$ cat config.mk
export PLATFORM = sky130hd
export DESIGN_NAME = timer_digit_decoder
export DESIGN_NICKNAME = d
export VERILOG_FILES = /design/src/rtl/timer_digit_decoder.sv
export SDC_FILE = /design/constraint.sdc
export NUM_CORES = 1
export LEC_CHECK = 0
export BUFFER_PORTS_ARGS = -buffer_cell sky130_fd_sc_hd__buf_2
export CAP_MARGIN = 20
export CORE_ASPECT_RATIO = 0.7
export CORE_MARGIN = 4
export CORE_UTILIZATION = 35
export CTS_CLUSTER_SIZE = 10
export DETAILED_ROUTE_END_ITERATION = 6
export SLEW_MARGIN = 20
export SYNTH_ARGS = -nofsm -noshare
export SYNTH_HDL_FRONTEND = slang
export SYNTH_SLANG_ARGS = --single-unit
$ cat constraint.sdc
create_clock -name vga_clock -period 11.39 [get_ports vga_clock]
set_clock_uncertainty 0.2 [all_clocks]
set_input_delay 0.5695 -clock vga_clock [delete_from_list [all_inputs] [get_ports vga_clock]]
set_output_delay 0.5695 -clock vga_clock [all_outputs]
set_load 0.005 [all_outputs]
$ cat src/rtl/timer_digit_decoder.sv
// rtl/timer_digit_decoder.sv - countdown value to BCD digits with time-up pulse and low-time blink
module timer_digit_decoder #(
  parameter int VALUE_WIDTH        = 32,
  parameter int CONV_BITS          = 10,
  parameter int LOW_TIME_THRESHOLD = 10,
  parameter int BLINK_TICKS        = 12_500_000
) (
  input  logic                          vga_clock,
  input  logic                          reset,
  input  logic signed [VALUE_WIDTH-1:0] seconds_count,
  output logic        [3:0]             digit_hundreds,
  output logic        [3:0]             digit_tens,
  output logic        [3:0]             digit_ones,
  output logic                          digits_valid,
  output logic                          digits_update,
  output logic                          time_up,
  output logic                          blink_visible
);

  localparam int BCD_W   = 12;
  localparam int CNT_W   = $clog2(CONV_BITS + 1);
  localparam int BLINK_W = (BLINK_TICKS > 1) ? $clog2(BLINK_TICKS) : 1;
  localparam logic signed [VALUE_WIDTH-1:0] MAX_VALUE = VALUE_WIDTH'(999);

  typedef enum logic [1:0] {IDLE, LOAD, SHIFT, DONE} state_t;

  state_t                          state;
  logic                            force_conv;
  logic signed [VALUE_WIDTH-1:0]   sample_q;
  logic        [CONV_BITS-1:0]     clamped;
  logic        [CONV_BITS-1:0]     bin_q;
  logic        [CONV_BITS-1:0]     conv_q;
  logic        [CONV_BITS-1:0]     last_converted;
  logic        [BCD_W-1:0]         bcd_q;
  logic        [BCD_W-1:0]         bcd_adj;
  logic        [BCD_W+CONV_BITS-1:0] dabble_next;
  logic        [CNT_W-1:0]         bit_cnt;
  logic        [BLINK_W-1:0]       blink_cnt;
  logic                            blink_active;

  always_comb begin
    clamped = '0;
    if (sample_q < 0)
      clamped = '0;
    else if (sample_q > MAX_VALUE)
      clamped = CONV_BITS'(999);
    else
      clamped = sample_q[CONV_BITS-1:0];
  end

  // Add-3 correction on every nibble before the shift keeps each digit decimal.
  always_comb begin
    bcd_adj = '0;
    for (int i = 0; i < 3; i++) begin
      if (bcd_q[4*i +: 4] >= 4'd5)
        bcd_adj[4*i +: 4] = bcd_q[4*i +: 4] + 4'd3;
      else
        bcd_adj[4*i +: 4] = bcd_q[4*i +: 4];
    end
    dabble_next = {bcd_adj, bin_q} << 1;
  end

  always_ff @(posedge vga_clock or posedge reset) begin
    if (reset) begin
      state          <= IDLE;
      force_conv     <= 1'b1;
      sample_q       <= '0;
      bin_q          <= '0;
      conv_q         <= '0;
      bcd_q          <= '0;
      bit_cnt        <= '0;
      last_converted <= '0;
      digit_hundreds <= '0;
      digit_tens     <= '0;
      digit_ones     <= '0;
      digits_valid   <= 1'b0;
      digits_update  <= 1'b0;
      time_up        <= 1'b0;
    end else begin
      sample_q      <= seconds_count;
      digits_update <= 1'b0;
      time_up       <= 1'b0;
      case (state)
        IDLE: begin
          if (force_conv || (clamped != last_converted)) begin
            force_conv <= 1'b0;
            state      <= LOAD;
          end
        end
        LOAD: begin
          bin_q   <= clamped;
          conv_q  <= clamped;
          bcd_q   <= '0;
          bit_cnt <= CNT_W'(CONV_BITS);
          state   <= SHIFT;
        end
        SHIFT: begin
          {bcd_q, bin_q} <= dabble_next;
          bit_cnt        <= bit_cnt - 1'b1;
          if (bit_cnt == CNT_W'(1))
            state <= DONE;
        end
        DONE: begin
          digit_hundreds <= bcd_q[11:8];
          digit_tens     <= bcd_q[7:4];
          digit_ones     <= bcd_q[3:0];
          digits_valid   <= 1'b1;
          digits_update  <= !digits_valid ||
                            (bcd_q != {digit_hundreds, digit_tens, digit_ones});
          // A first conversion of 0 has no prior nonzero value, so no time-up.
          time_up        <= digits_valid && (last_converted != '0) && (conv_q == '0);
          last_converted <= conv_q;
          state          <= IDLE;
        end
        default: state <= IDLE;
      endcase
    end
  end

  assign blink_active = digits_valid && (last_converted != '0) &&
                        (last_converted <= CONV_BITS'(LOW_TIME_THRESHOLD));

  always_ff @(posedge vga_clock or posedge reset) begin
    if (reset) begin
      blink_cnt     <= '0;
      blink_visible <= 1'b1;
    end else if (blink_active) begin
      if (blink_cnt == BLINK_W'(BLINK_TICKS - 1)) begin
        blink_cnt     <= '0;
        blink_visible <= ~blink_visible;
      end else begin
        blink_cnt <= blink_cnt + 1'b1;
      end
    end else begin
      blink_cnt     <= '0;
      blink_visible <= 1'b1;
    end
  end

endmodule

==> summary.md <==
| Metric | Value |
|---|---|
| Status | finished clean |
| Worst setup SP type | flop |
| TritonCTS sink count | roughly 120 |
| Endpoint class of the critical path | flop |
| Area of the core | 15000 sq um |
| CTS Buf Count | 17 |
| Worst Path Max Fanout | 26 |
| GPL Wtd Cong | around 0.9 |
| Die extent in y | between 100 and 150 um |
| Register area share after synthesis | 0.557 |
| Synth Flop Type | dfrtp_1 |
| WP data arrival | about 3300 ps |
| IO Port Bufs | between 40 and 50 |
| PD cells | between 200 and 250 nW/um^2 |
| Post-synthesis mux area share | 0.0671 |
| Final setup violation count | 0 |
| Peak supply drop | approximately 120 uV |
| Filler Cell Count | approximately 1400 |
| Reg-to-reg startpoint | sample_q[31] |
| DRT Pass-1 Iters | 5 |
| Cell area after synthesis | between 5000 and 6000 sq um |
| DRC viols | 0 |
| FF-to-FF setup slack | slightly above 8000 ps |
| Synth top cells by count | dfrtp_1 (119), nor2_1 (51), a21oi_1 (36) |
| Distinct cell type count after synthesis | 55 |
| Clock-pin slew on the worst setup and hold paths | around 50 ps |
| Crit path required time | ~11000 ps |
| Post-Synthesis Cells | a little under 500 |
| Worst-Margin Slew | about 830 ps |
| HPWL Detailed | ~8.3 mm |
| Post-Syn Nets | approximately 540 |
| # IOs | 50 |
| Reg power frac | 0.392 |
| Setup bufs post-CTS | 0 |
| Leading area contributor after synthesis | dfrtp_1 |
| Worst rel slew slack | 0.448 |
| Worst slack at placement | a little over 8000 ps |
| Total chip power | 0.00149 W |
| Hold Path Stages | 1 |
| Hold Vio Cnt, Final | 0 |
| Fraction of layout cells with a size suffix above 1 | 0.218 |
| Crit path time final | ~3200 ps |
| Clock Latency Late Sink | 410 ps |
| Final worst slack | roughly 8200 ps |
| Synth Area in Compound Gates | 0.0924 |
| Fin crit share | 0.283 |
| Vias in the first global route | approximately 4000 |
| First-pass GRT wire length | between 15 and 20 mm |
| Post-Synth Adder-Cell Area | 0.0299 |
| Switch share | 0.313 |
| Max-Cap Viols | 0 |
| Leakage power | 2.84 nW |
| Fin Hold WS | roughly 61 ps |
| Critical path class | reg -> reg |
| FMAX | between 300 and 400 MHz |
| RSZ-0062 raised after global routing | false |
| Post-CTS sizing | 0 |
| Simple-Gate Fraction of Synth Area | 0.160 |
| Routed vias/inst | approximately 5.1 |
| Seq. cell area | just over 3000 sq um |
| Comb pwr share | 0.245 |
| Net Sw Power | around 0.00047 W |
| Yosys Warn Count | 0 |
| Vias | ~3800 |
| Xor/xnor cell area share of the yosys netlist | 0.0595 |
| Reg2reg path depth | 7 |
| Clock Path Buffers | 2 |
| Syn_area_per_cell | 11.0 sq um |
| Worst r2r dst | state[1] |
| Max H-tree Level | 4 |
| Internal cell power | slightly above 0.001 W |
| Max-slew violations | 0 |
| Initial antenna violation count | 0 |
| GR Util All Layers | 0.143 |
| Initial DRC count | approximately 220 |
| Inst Count DP | 724 |
| Footprint of the multi-input gates | about 2200 sq um |
| Yosys top cell area share | 0.547 |
| Antenna viol nets, final | 0 |
| Die X | between 150 and 200 um |
| Setup TNS | 0 ps |
| Nets | ~600 |
| Largest net degree at the start of global routing | 85 |
| FP Rows | 37 |
| Synthesis-to-layout area growth | 19.2% |
| Dominant combinational cell family by area after synthesis | simple AND/OR/NAND/NOR gates |
| Wire length per cell | around 16 um |
| CTS tree | done |
| # diodes | 0 |
| CTS Root Cell | clkbuf_16 |
| Initial Utilization | 0.364 |
| Die area | 17600 sq um |
| Post-CTS Hold Fix Bufs | 1 |
| Async S/R FF share, synth | 1.00 |
| EDFF count, synth | 0 |
| Synth top area cells | dfrtp_1 (55%), mux2_2 (5.6%), nor2_1 (3.5%) |
| Min-delay src | seconds_count[10] |
| Remaining Overflow, GRT | 0 |
| Clk pwr share | 0.363 |
| Final instance count without filler cells | between 700 and 800 |
| Cell with the most instances after synthesis | dfrtp_1 |
| WHS Endpoint | sample_q[10] |
| Synth Register Bits | between 100 and 150 |
| HP Class | in -> reg |
| Final WL | 12.0 mm |
==> worst max-delay path by stage <==
stage	startpoint	end	slack, ps
after global placement	sample_q[31]	state[1]	8380
after CTS	sample_q[31]	state[1]	8200
final	sample_q[31]	state[1]	8170
after global routing	sample_q[31]	state[1]	8000
after floorplan	reset	bcd_q[0]	7410
after detailed placement	sample_q[31]	state[1]	8230
==> layout make-up <==
type                            count  share of cell area
Sequential cell                   121               0.467
Multi-Input combinational cell    326               0.343
Clock buffer                       21              0.0725
Timing Repair Buffer               52              0.0422
Tap cell                          195              0.0376
Clock inverter                      9              0.0189
Inverter                           31              0.0183
==> power by group through the flow <==
stage	Clock, W	Sequential, W	Combinational, W
after floorplan	0	0.000566	0.000289
after global placement	0	0.000586	0.000355
after detailed placement	0	0.000589	0.000364
after CTS	0.000549	0.000583	0.000368
after global routing	0.000571	0.000594	0.000412
final	0.000541	0.000584	0.000366
==> registers in the layout, indices dropped and copies added (netlist names) <==
name / flops
time_up: 1
state: 2
bcd_q: 12
bit_cnt: 4
blink_visible: 1
bin_q: 10
force_conv: 1
conv_q: 10
digit_tens: 4
last_converted: 10
digits_update: 1
blink_cnt: 24
digits_valid: 1
sample_q: 32
digit_hundreds: 4
digit_ones: 4
==> critical path, cell delays in order, from the launching register on <==
cell       delay [ps]
dfrtp_1           660
nor4_4            390
and4_4            300
and3_1            320
nand2_1           150
a2111oi_2         500
a41oi_1           220
mux2_1            350
==> cells by family after synthesis <==
group	count (synthesis)
AO/OA/AOI/OAI	83
XOR/XNOR	37
adder cells (fa/ha/maj)	13
buffers and inverters	47
flip-flops	121
multiplexers	33
AND/OR/NAND/NOR	160
==> layout by cell type (no fill, tap or decap), types with 4 or more instances in the layout <==
| cell | instances |
|---|---|
| nor4b_1 | 5 |
| nor2_1 | 51 |
| mux2i_1 | 5 |
| nor4_4 | 4 |
| nor4_1 | 8 |
| ha_1 | 12 |
| nand3_1 | 20 |
| nor3_1 | 15 |
| o21ai_0 | 14 |
| and3_1 | 4 |
| xor2_1 | 18 |
| dfrtp_1 | 119 |
| nand4_1 | 7 |
| nand2b_1 | 6 |
| nand2_1 | 21 |
| inv_1 | 29 |
| a31oi_1 | 4 |
| o22ai_1 | 12 |
| a21oi_1 | 36 |
| clkbuf_16 | 17 |
| mux2_2 | 27 |
| xnor2_1 | 19 |
| clkinv_2 | 5 |
| buf_2 | 49 |
==> metrics by stage <==
step | cell area [sq um] | util
global placement | 5880 | 0.393
global route | 6490 | 0.434
detailed placement | 5880 | 0.393
floorplan | 5450 | -
finish | 6490 | 0.434
CTS | 6480 | 0.434
==> metal layers <==
metal | global-route usage | vias to the layer above | share of wire
met3 | 0.0362 | 12 | 0.051
li1 | - | 1841 | -
met2 | 0.211 | 117 | 0.45
met4 | 0.0476 | 0 | 0.0083
met1 | 0.205 | 1869 | 0.49
met5 | 0 | - | 0
Power figures use the tool's default switching activity.
